===== src/rtl/parking_gate_pkg.sv =====
// parking_gate_pkg: shared types and defaults for the parking gate controller.
//   state_e    - lane FSM state encoding (2 bits)
//   DEF_*      - default parameter values
//   cnt_width  - bits needed to hold the values 0..n
package parking_gate_pkg;

  typedef enum logic [1:0] {
    IDLE     = 2'd0,
    WAIT_KEY = 2'd1,
    OPEN     = 2'd2,
    LOCKED   = 2'd3
  } state_e;

  localparam int DEF_PSWD_W       = 8;
  localparam int DEF_PSWD_VAL     = 253;
  localparam int DEF_MAX_TRIES    = 3;
  localparam int DEF_LOCK_CYCLES  = 64;
  localparam int DEF_OPEN_TIMEOUT = 32;
  localparam int DEF_CAPACITY     = 8;

  function automatic int cnt_width(input int n);
    return (n < 1) ? 1 : $clog2(n + 1);
  endfunction

endpackage


===== src/rtl/parking_gate_if.sv =====
// parking_gate_if: lane signal bundle between sensors/keypad and the gate controller.
//   car, fr_sens, bk_sens, ex_sens, pswd, pswd_vld : sensor/keypad inputs to the controller
//   gate, locked, full, occ                       : controller outputs
//   alarm                                         : only when PARKING_GATE_ALARM_EN is defined
// Modports: master = lane side (drives sensors), slave = controller.
interface parking_gate_if
  import parking_gate_pkg::*;
#(
  parameter int PSWD_W   = DEF_PSWD_W,
  parameter int CAPACITY = DEF_CAPACITY
);
  localparam int OCC_W = cnt_width(CAPACITY);

  logic              car;
  logic              fr_sens;
  logic              bk_sens;
  logic              ex_sens;
  logic [PSWD_W-1:0] pswd;
  logic              pswd_vld;
  logic              gate;
  logic              locked;
  logic              full;
  logic [OCC_W-1:0]  occ;
`ifdef PARKING_GATE_ALARM_EN
  logic              alarm;

  modport master (output car, fr_sens, bk_sens, ex_sens, pswd, pswd_vld,
                  input  gate, locked, full, occ, alarm);
  modport slave  (input  car, fr_sens, bk_sens, ex_sens, pswd, pswd_vld,
                  output gate, locked, full, occ, alarm);
`else
  modport master (output car, fr_sens, bk_sens, ex_sens, pswd, pswd_vld,
                  input  gate, locked, full, occ);
  modport slave  (input  car, fr_sens, bk_sens, ex_sens, pswd, pswd_vld,
                  output gate, locked, full, occ);
`endif

endinterface


===== src/rtl/parking_occ_counter.sv =====
// parking_occ_counter: saturating up/down lot occupancy counter.
//   clk, rst : clock, synchronous active-high reset
//   inc, dec : one car in / one car out this cycle (both together cancel)
//   occ      : registered occupancy, saturates at 0 and CAPACITY
//   full     : occ == CAPACITY, decoded from the register
module parking_occ_counter
  import parking_gate_pkg::*;
#(
  parameter  int CAPACITY = DEF_CAPACITY,
  localparam int OCC_W    = cnt_width(CAPACITY)
) (
  input  logic             clk,
  input  logic             rst,
  input  logic             inc,
  input  logic             dec,
  output logic [OCC_W-1:0] occ,
  output logic             full
);

  localparam logic [OCC_W-1:0] CAP_V = OCC_W'(CAPACITY);

  logic [OCC_W-1:0] occ_q;

  always_ff @(posedge clk) begin
    if (rst) begin
      occ_q <= '0;
    end else if (inc && !dec && (occ_q != CAP_V)) begin
      occ_q <= occ_q + 1'b1;
    end else if (dec && !inc && (occ_q != '0)) begin
      occ_q <= occ_q - 1'b1;
    end
  end

  assign occ  = occ_q;
  assign full = (occ_q == CAP_V);

endmodule


===== src/rtl/parking_gate_ctrl.sv =====
// parking_gate_ctrl: single entry-lane barrier controller with keypad, lockout
// and lot occupancy tracking.
//   clk, rst : clock, synchronous active-high reset
//   bus      : parking_gate_if.slave (sensors/keypad in; gate, locked, full, occ out)
// Optional: define PARKING_GATE_ALARM_EN to add bus.alarm (high while locked,
// one-cycle pulse after each open timeout).
//
// state    | meaning
// IDLE     | barrier closed, waiting for a car at the front sensor
// WAIT_KEY | car present, waiting for the keypad value
// OPEN     | barrier open until back sensor or timeout
// LOCKED   | too many wrong keys, inputs ignored for LOCK_CYCLES clocks
module parking_gate_ctrl
  import parking_gate_pkg::*;
#(
  parameter int PSWD_W       = DEF_PSWD_W,
  parameter int PSWD_VAL     = DEF_PSWD_VAL,
  parameter int MAX_TRIES    = DEF_MAX_TRIES,
  parameter int LOCK_CYCLES  = DEF_LOCK_CYCLES,
  parameter int OPEN_TIMEOUT = DEF_OPEN_TIMEOUT,
  parameter int CAPACITY     = DEF_CAPACITY
) (
  input  logic           clk,
  input  logic           rst,
  parking_gate_if.slave  bus
);

  localparam int TRY_W = cnt_width(MAX_TRIES);
  localparam int TMR_W = cnt_width(OPEN_TIMEOUT);
  localparam int LCK_W = cnt_width(LOCK_CYCLES);
  localparam int OCC_W = cnt_width(CAPACITY);

  localparam logic [TRY_W-1:0] TRY_LAST = TRY_W'(MAX_TRIES - 1);
  localparam logic [TMR_W-1:0] TMR_LAST = TMR_W'(OPEN_TIMEOUT - 1);
  localparam logic [LCK_W-1:0] LCK_LAST = LCK_W'(LOCK_CYCLES - 1);
  localparam logic [PSWD_W-1:0] KEY    = PSWD_W'(PSWD_VAL);

  state_e           state_q;
  logic [TRY_W-1:0] tries_q;
  logic [TMR_W-1:0] tmr_q;
  logic [LCK_W-1:0] lck_q;
  logic             gate_q;
  logic             locked_q;

  logic             full;
  logic [OCC_W-1:0] occ;

  // Decoded events shared by the FSM and the optional alarm register.
  logic key_ok, key_bad_last, pass, tmo_hit, lck_done;

  assign key_ok       = (state_q == WAIT_KEY) && bus.car && bus.pswd_vld && (bus.pswd == KEY);
  assign key_bad_last = (state_q == WAIT_KEY) && bus.car && bus.pswd_vld && (bus.pswd != KEY)
                        && (tries_q == TRY_LAST);
  assign pass         = (state_q == OPEN) && bus.bk_sens;
  assign tmo_hit      = (state_q == OPEN) && !bus.bk_sens && (tmr_q == TMR_LAST);
  assign lck_done     = (state_q == LOCKED) && (lck_q == LCK_LAST);

  // gate/locked are written alongside every state change so they stay
  // registered copies of the state decode.
  always_ff @(posedge clk) begin
    if (rst) begin
      state_q  <= IDLE;
      tries_q  <= '0;
      tmr_q    <= '0;
      lck_q    <= '0;
      gate_q   <= 1'b0;
      locked_q <= 1'b0;
    end else begin
      unique case (state_q)
        IDLE: begin
          if (bus.car && bus.fr_sens && !full) state_q <= WAIT_KEY;
        end
        WAIT_KEY: begin
          if (!bus.car) begin
            state_q <= IDLE;
            tries_q <= '0;
          end else if (key_ok) begin
            state_q <= OPEN;
            gate_q  <= 1'b1;
            tries_q <= '0;
            tmr_q   <= '0;
          end else if (key_bad_last) begin
            state_q  <= LOCKED;
            locked_q <= 1'b1;
            tries_q  <= tries_q + 1'b1;
            lck_q    <= '0;
          end else if (bus.pswd_vld) begin
            tries_q <= tries_q + 1'b1;
          end
        end
        OPEN: begin
          if (pass || tmo_hit) begin
            state_q <= IDLE;
            gate_q  <= 1'b0;
          end else begin
            tmr_q <= tmr_q + 1'b1;
          end
        end
        LOCKED: begin
          if (lck_done) begin
            state_q  <= IDLE;
            locked_q <= 1'b0;
            tries_q  <= '0;
          end else begin
            lck_q <= lck_q + 1'b1;
          end
        end
        default: state_q <= IDLE;
      endcase
    end
  end

  // Reset dominates inside the counter, so a pass on the reset edge is dropped.
  parking_occ_counter #(.CAPACITY(CAPACITY)) u_occ (
    .clk  (clk),
    .rst  (rst),
    .inc  (pass),
    .dec  (bus.ex_sens),
    .occ  (occ),
    .full (full)
  );

  assign bus.gate   = gate_q;
  assign bus.locked = locked_q;
  assign bus.full   = full;
  assign bus.occ    = occ;

`ifdef PARKING_GATE_ALARM_EN
  logic alarm_q;

  // High for the whole lockout, plus one cycle after an abandoned opening.
  always_ff @(posedge clk) begin
    if (rst) alarm_q <= 1'b0;
    else     alarm_q <= key_bad_last || ((state_q == LOCKED) && !lck_done) || tmo_hit;
  end

  assign bus.alarm = alarm_q;
`endif

endmodule

===== src/flat_wrapper.sv =====
// flat-port wrapper written by rule: the top's interface ports become plain ports
module parking_gate_ctrl_flat import parking_gate_pkg::*;
#(
  parameter int PSWD_W       = DEF_PSWD_W,
  parameter int PSWD_VAL     = DEF_PSWD_VAL,
  parameter int MAX_TRIES    = DEF_MAX_TRIES,
  parameter int LOCK_CYCLES  = DEF_LOCK_CYCLES,
  parameter int OPEN_TIMEOUT = DEF_OPEN_TIMEOUT,
  parameter int CAPACITY     = DEF_CAPACITY
)
  (clk, rst, bus_car, bus_fr_sens, bus_bk_sens, bus_ex_sens, bus_pswd, bus_pswd_vld, bus_gate, bus_locked, bus_full, bus_occ);
  parking_gate_if #(.PSWD_W(PSWD_W), .CAPACITY(CAPACITY)) bus_i ();
  input  logic clk;
  input  logic rst;
  input wire logic [$bits(bus_i.car)-1:0] bus_car;
  input wire logic [$bits(bus_i.fr_sens)-1:0] bus_fr_sens;
  input wire logic [$bits(bus_i.bk_sens)-1:0] bus_bk_sens;
  input wire logic [$bits(bus_i.ex_sens)-1:0] bus_ex_sens;
  input wire logic [$bits(bus_i.pswd)-1:0] bus_pswd;
  input wire logic [$bits(bus_i.pswd_vld)-1:0] bus_pswd_vld;
  output wire logic [$bits(bus_i.gate)-1:0] bus_gate;
  output wire logic [$bits(bus_i.locked)-1:0] bus_locked;
  output wire logic [$bits(bus_i.full)-1:0] bus_full;
  output wire logic [$bits(bus_i.occ)-1:0] bus_occ;
  assign bus_i.car = bus_car;
  assign bus_i.fr_sens = bus_fr_sens;
  assign bus_i.bk_sens = bus_bk_sens;
  assign bus_i.ex_sens = bus_ex_sens;
  assign bus_i.pswd = bus_pswd;
  assign bus_i.pswd_vld = bus_pswd_vld;
  assign bus_gate = bus_i.gate;
  assign bus_locked = bus_i.locked;
  assign bus_full = bus_i.full;
  assign bus_occ = bus_i.occ;
  parking_gate_ctrl #(.PSWD_W(PSWD_W), .PSWD_VAL(PSWD_VAL), .MAX_TRIES(MAX_TRIES), .LOCK_CYCLES(LOCK_CYCLES), .OPEN_TIMEOUT(OPEN_TIMEOUT), .CAPACITY(CAPACITY)) u_core (.clk(clk), .rst(rst), .bus(bus_i));
endmodule

===== config.mk =====
export PLATFORM = sky130hd
export DESIGN_NAME = parking_gate_ctrl_flat
export DESIGN_NICKNAME = d
export VERILOG_FILES = /design/src/rtl/parking_gate_pkg.sv /design/src/rtl/parking_gate_if.sv /design/src/rtl/parking_occ_counter.sv /design/src/rtl/parking_gate_ctrl.sv /design/src/flat_wrapper.sv
export SDC_FILE = /design/constraint.sdc
export NUM_CORES = 1
export LEC_CHECK = 0
export BUFFER_PORTS_ARGS = -buffer_cell sky130_fd_sc_hd__buf_2
export CAP_MARGIN = 20
export CORE_UTILIZATION = 40
export DETAILED_ROUTE_END_ITERATION = 10
export GPL_TIMING_DRIVEN = 0
export PLACE_DENSITY = 0.59
export SETUP_SLACK_MARGIN = 0.1
export SLEW_MARGIN = 20
export SYNTH_ARGS = -nofsm -noshare
export SYNTH_HDL_FRONTEND = slang
export SYNTH_SLANG_ARGS = --single-unit

===== constraint.sdc =====
create_clock -name clk -period 2.5 [get_ports clk]
set_input_delay 0.75 -clock clk [delete_from_list [all_inputs] [get_ports clk]]
set_output_delay 0.75 -clock clk [all_outputs]
set_load 0.03 [all_outputs]

==> key figures <==
Floorplanning
  – # IOs: 22
  – Starting Density: between 40% and 50%
  – Floorplan core area: around 3100 um2
  – Die H: 60.1 um
  – Total die area: between 3000 and 4000 um2
  – Standard-cell rows: 20
  – DIE WIDTH: around 60 um

Global route
  – Vias in the first global route: ~1,200
  – Initial antenna violation count: 0
  – First-pass GRT wire length: around 5400 um
  – GRT overflow: 0
  – GRT Total Usage: around 20%
  – Pin count of the biggest net entering global routing: 13

Routing
  – First-iteration detailed-routing DRC count: 68
  – Post-route DRC violation count: 0
  – WL final: 3130 um
  – WL/cell: 13.9 um
  – Routed vias/inst: approximately 5.7
  – Drt pass-1 iters: 4
  – Post-route ant nets: 0
  – Routed via count: 1,289

Synthesis
  – Synthesized Nets: 175
  – Synth Warn #: 0
  – Synth unique cells: between 50 and 60
  – Post-synth EDFFs: 0
  – Ys async rst share: 0%
  – Seq cells post-synth: 23
  – Syn_area_per_cell: about 8.8 um2
  – Post-Syn Area: roughly 1400 um2
  – Register area share after synthesis: 34.1%
  – Mapped Cells: approximately 150
  – Most used DFF post-synth: dfxtp_1

Timing
  – Worst hold slack: between 0.4 and 0.5 ns
  – Hold Fails Final Rpt: 0
  – Max Transition Viols Final: 0
  – Worst-margin pin slew: 0.661 ns
  – Skew final: around 0.0026 ns
  – Relative slew slack: a little under three fifths
  – RSZ-0062 raised after global routing: no
  – Setup Viol. Count Final: 0
  – Tcrit/Tclk final: roughly 90%
  – Final min period: 2.23 ns
  – Fmax: 0.448 GHz

CTS
  – Total CTS buffers: 3
  – H-Tree Depth: 1
  – CTS Hold Buffers Added: 0
  – Clock slew at reported path FFs: 0.12 ns
  – CTS tree: yes
  – Clock sink count: 23
  – Clk buf depth: 2
  – Worst skew pair latency: a little over 0.3 ns
  – Root buf cell: clkbuf_4

Power
  – Pwr/cell area: about 620 nW/um2
  – Peak supply drop: between 0.3 and 0.4 mV
  – Static Leak: around 0.58 nW

Final layout
  – Share of layout cells above drive strength 1: between 20% and 30%
  – Cell area after layout: ~1600 um2
  – Area Overhead vs Synth: 16.7%
  – Layout fillers: about 300
  – Antenna cells: 0
  – Layout Nets: just over 200

Setup path
  – Critical Path Source Type: input pin
  – Worst EP arrival: 2.45 ns
  – WS Path Type: in2reg
  – CP required: 2.72 ns
  – Critical path capture point type: flip-flop
  – Critical path peak fanout: 7

Status
  – Status: complete, no violations

Place
  – Post-DP Area: between 1500 and 2000 um2
  – Dpl hpwl: 2380 um
  – Port Buffer Count: 21
  – Placer congestion estimate: 0.805

Min path
  – Worst Hold Class: reg2reg

Run
  – Max-cap violation count: 0
==> power breakdown <==
group          internal (mW)  switching (mW)  leakage [nW]
registers              0.400          0.0533         0.187
clock network         0.0624           0.113        0.0150
logic                  0.162           0.190         0.373
==> repair_timing <==
item | CTS | global route
gates resized for setup | 0 | 1
setup buffers | 2 | 0
pin swaps | 1 | 0
endpoints found under the setup margin | 1 | 1
==> layout make-up <==
class	count	area, um2	share of cell area (%)
buffer	5	23.8	1.51
tap	44	55.1	3.49
clock buffer	4	26.3	1.67
multi-input combinational	120	865	54.8
sequential	23	464	29.4
inverter	6	22.5	1.43
timing repair buffer	23	120	7.62
==> per-stage QoR <==
step	total power [mW]	setup WS [ns]	setup TNS [ns]	utilization, %	instances
2_1_floorplan	0.720	0.123	0	-	154
3_3_place_gp	0.804	-0.253	-0.253	49.1	219
3_5_place_dp	0.811	-0.276	-0.276	49.1	219
4_1_cts	0.985	0.236	0	50.4	225
5_1_grt	1.04	0.140	0	50.4	225
6_report	0.981	0.267	0	50.4	225
==> cell families after synthesis <==
group / after synthesis / synth area share [%]
buf+inv: 11 / 3.43
fa+ha+maj: 6 / 6.11
xor+xnor: 5 / 3.24
simple gates: 58 / 26.4
mux: 2 / 2.50
flops: 23 / 34.1
compound gates: 49 / 24.3
==> worst paths after layout <==
path	start	to	slack [ns]	depth (start not counted)
hold reg to reg	u_core.lck_q[6]	u_core.lck_q[6]	0.48	2
setup / recovery	bus_bk_sens	u_core.u_occ.occ[3]	0.27	9
hold / removal	u_core.lck_q[6]	u_core.lck_q[6]	0.48	2
setup reg to reg	u_core.u_occ.occ[0]	u_core.u_occ.occ[3]	0.39	8
==> synthesized netlist by cell type, types with 2 or more instances <==
cell type | number | area (um2)
xnor2_1 | 4 | 35.0
a21o_1 | 2 | 15.0
a211oi_1 | 4 | 30.0
a21boi_0 | 2 | 15.0
nor2_1 | 5 | 18.8
a2111oi_0 | 2 | 17.5
nand3_1 | 4 | 20.0
nor3_1 | 10 | 50.1
a311oi_1 | 2 | 17.5
nand3b_1 | 3 | 22.5
o21ai_0 | 8 | 40.0
o21a_1 | 2 | 15.0
nor4b_1 | 2 | 17.5
dfxtp_1 | 23 | 460
o211ai_1 | 2 | 15.0
nor2b_1 | 2 | 12.5
nand4b_1 | 3 | 26.3
or3_1 | 2 | 12.5
clkbuf_1 | 3 | 11.3
a21oi_1 | 12 | 60.1
or4_1 | 2 | 15.0
nand2_1 | 7 | 26.3
nand2b_1 | 5 | 31.3
o31ai_1 | 3 | 22.5
ha_1 | 5 | 62.6
a31oi_1 | 2 | 12.5
inv_1 | 6 | 22.5
and3_1 | 3 | 18.8
==> flip-flops by register name, summed over array words and instances, names as in the netlist <==
name               count
u_core.lck_q           7
u_core.tmr_q           6
u_core.u_occ.occ       4
u_core.state_q         2
u_core.tries_q         2
u_core.bus.gate        1
u_core.bus.locked      1
==> cell usage in the layout (no fill, tap or decap), types with 4 or more instances in the layout <==
master / n
nand2b_1: 5
nand2_1: 7
inv_1: 5
xnor2_1: 4
nor2_1: 5
a211oi_1: 4
nor3_1: 9
clkbuf_1: 4
nand3_1: 4
o21ai_0: 8
ha_1: 5
dfxtp_1: 20
buf_2: 22
a21oi_1: 12
==> critical path: stages <==
cell and delay (ns):
buf_2 0.15, nand3b_1 0.13, nor3_2 0.25, inv_2 0.10
ha_1 0.28, a21o_1 0.17, a21oi_1 0.17, mux4_2 0.32
nor2b_4 0.13
==> per-layer routing <==
layer  track usage [%]  share of wire (%)  vias to the layer above
li1                  -                  -                      650
met1              26.3                 47                      602
met2              31.6                 48                       35
met3              4.11                3.7                        2
met4              6.98               0.51                        0
met5                 0                  0                        -
Power figures use the tool's default switching activity.
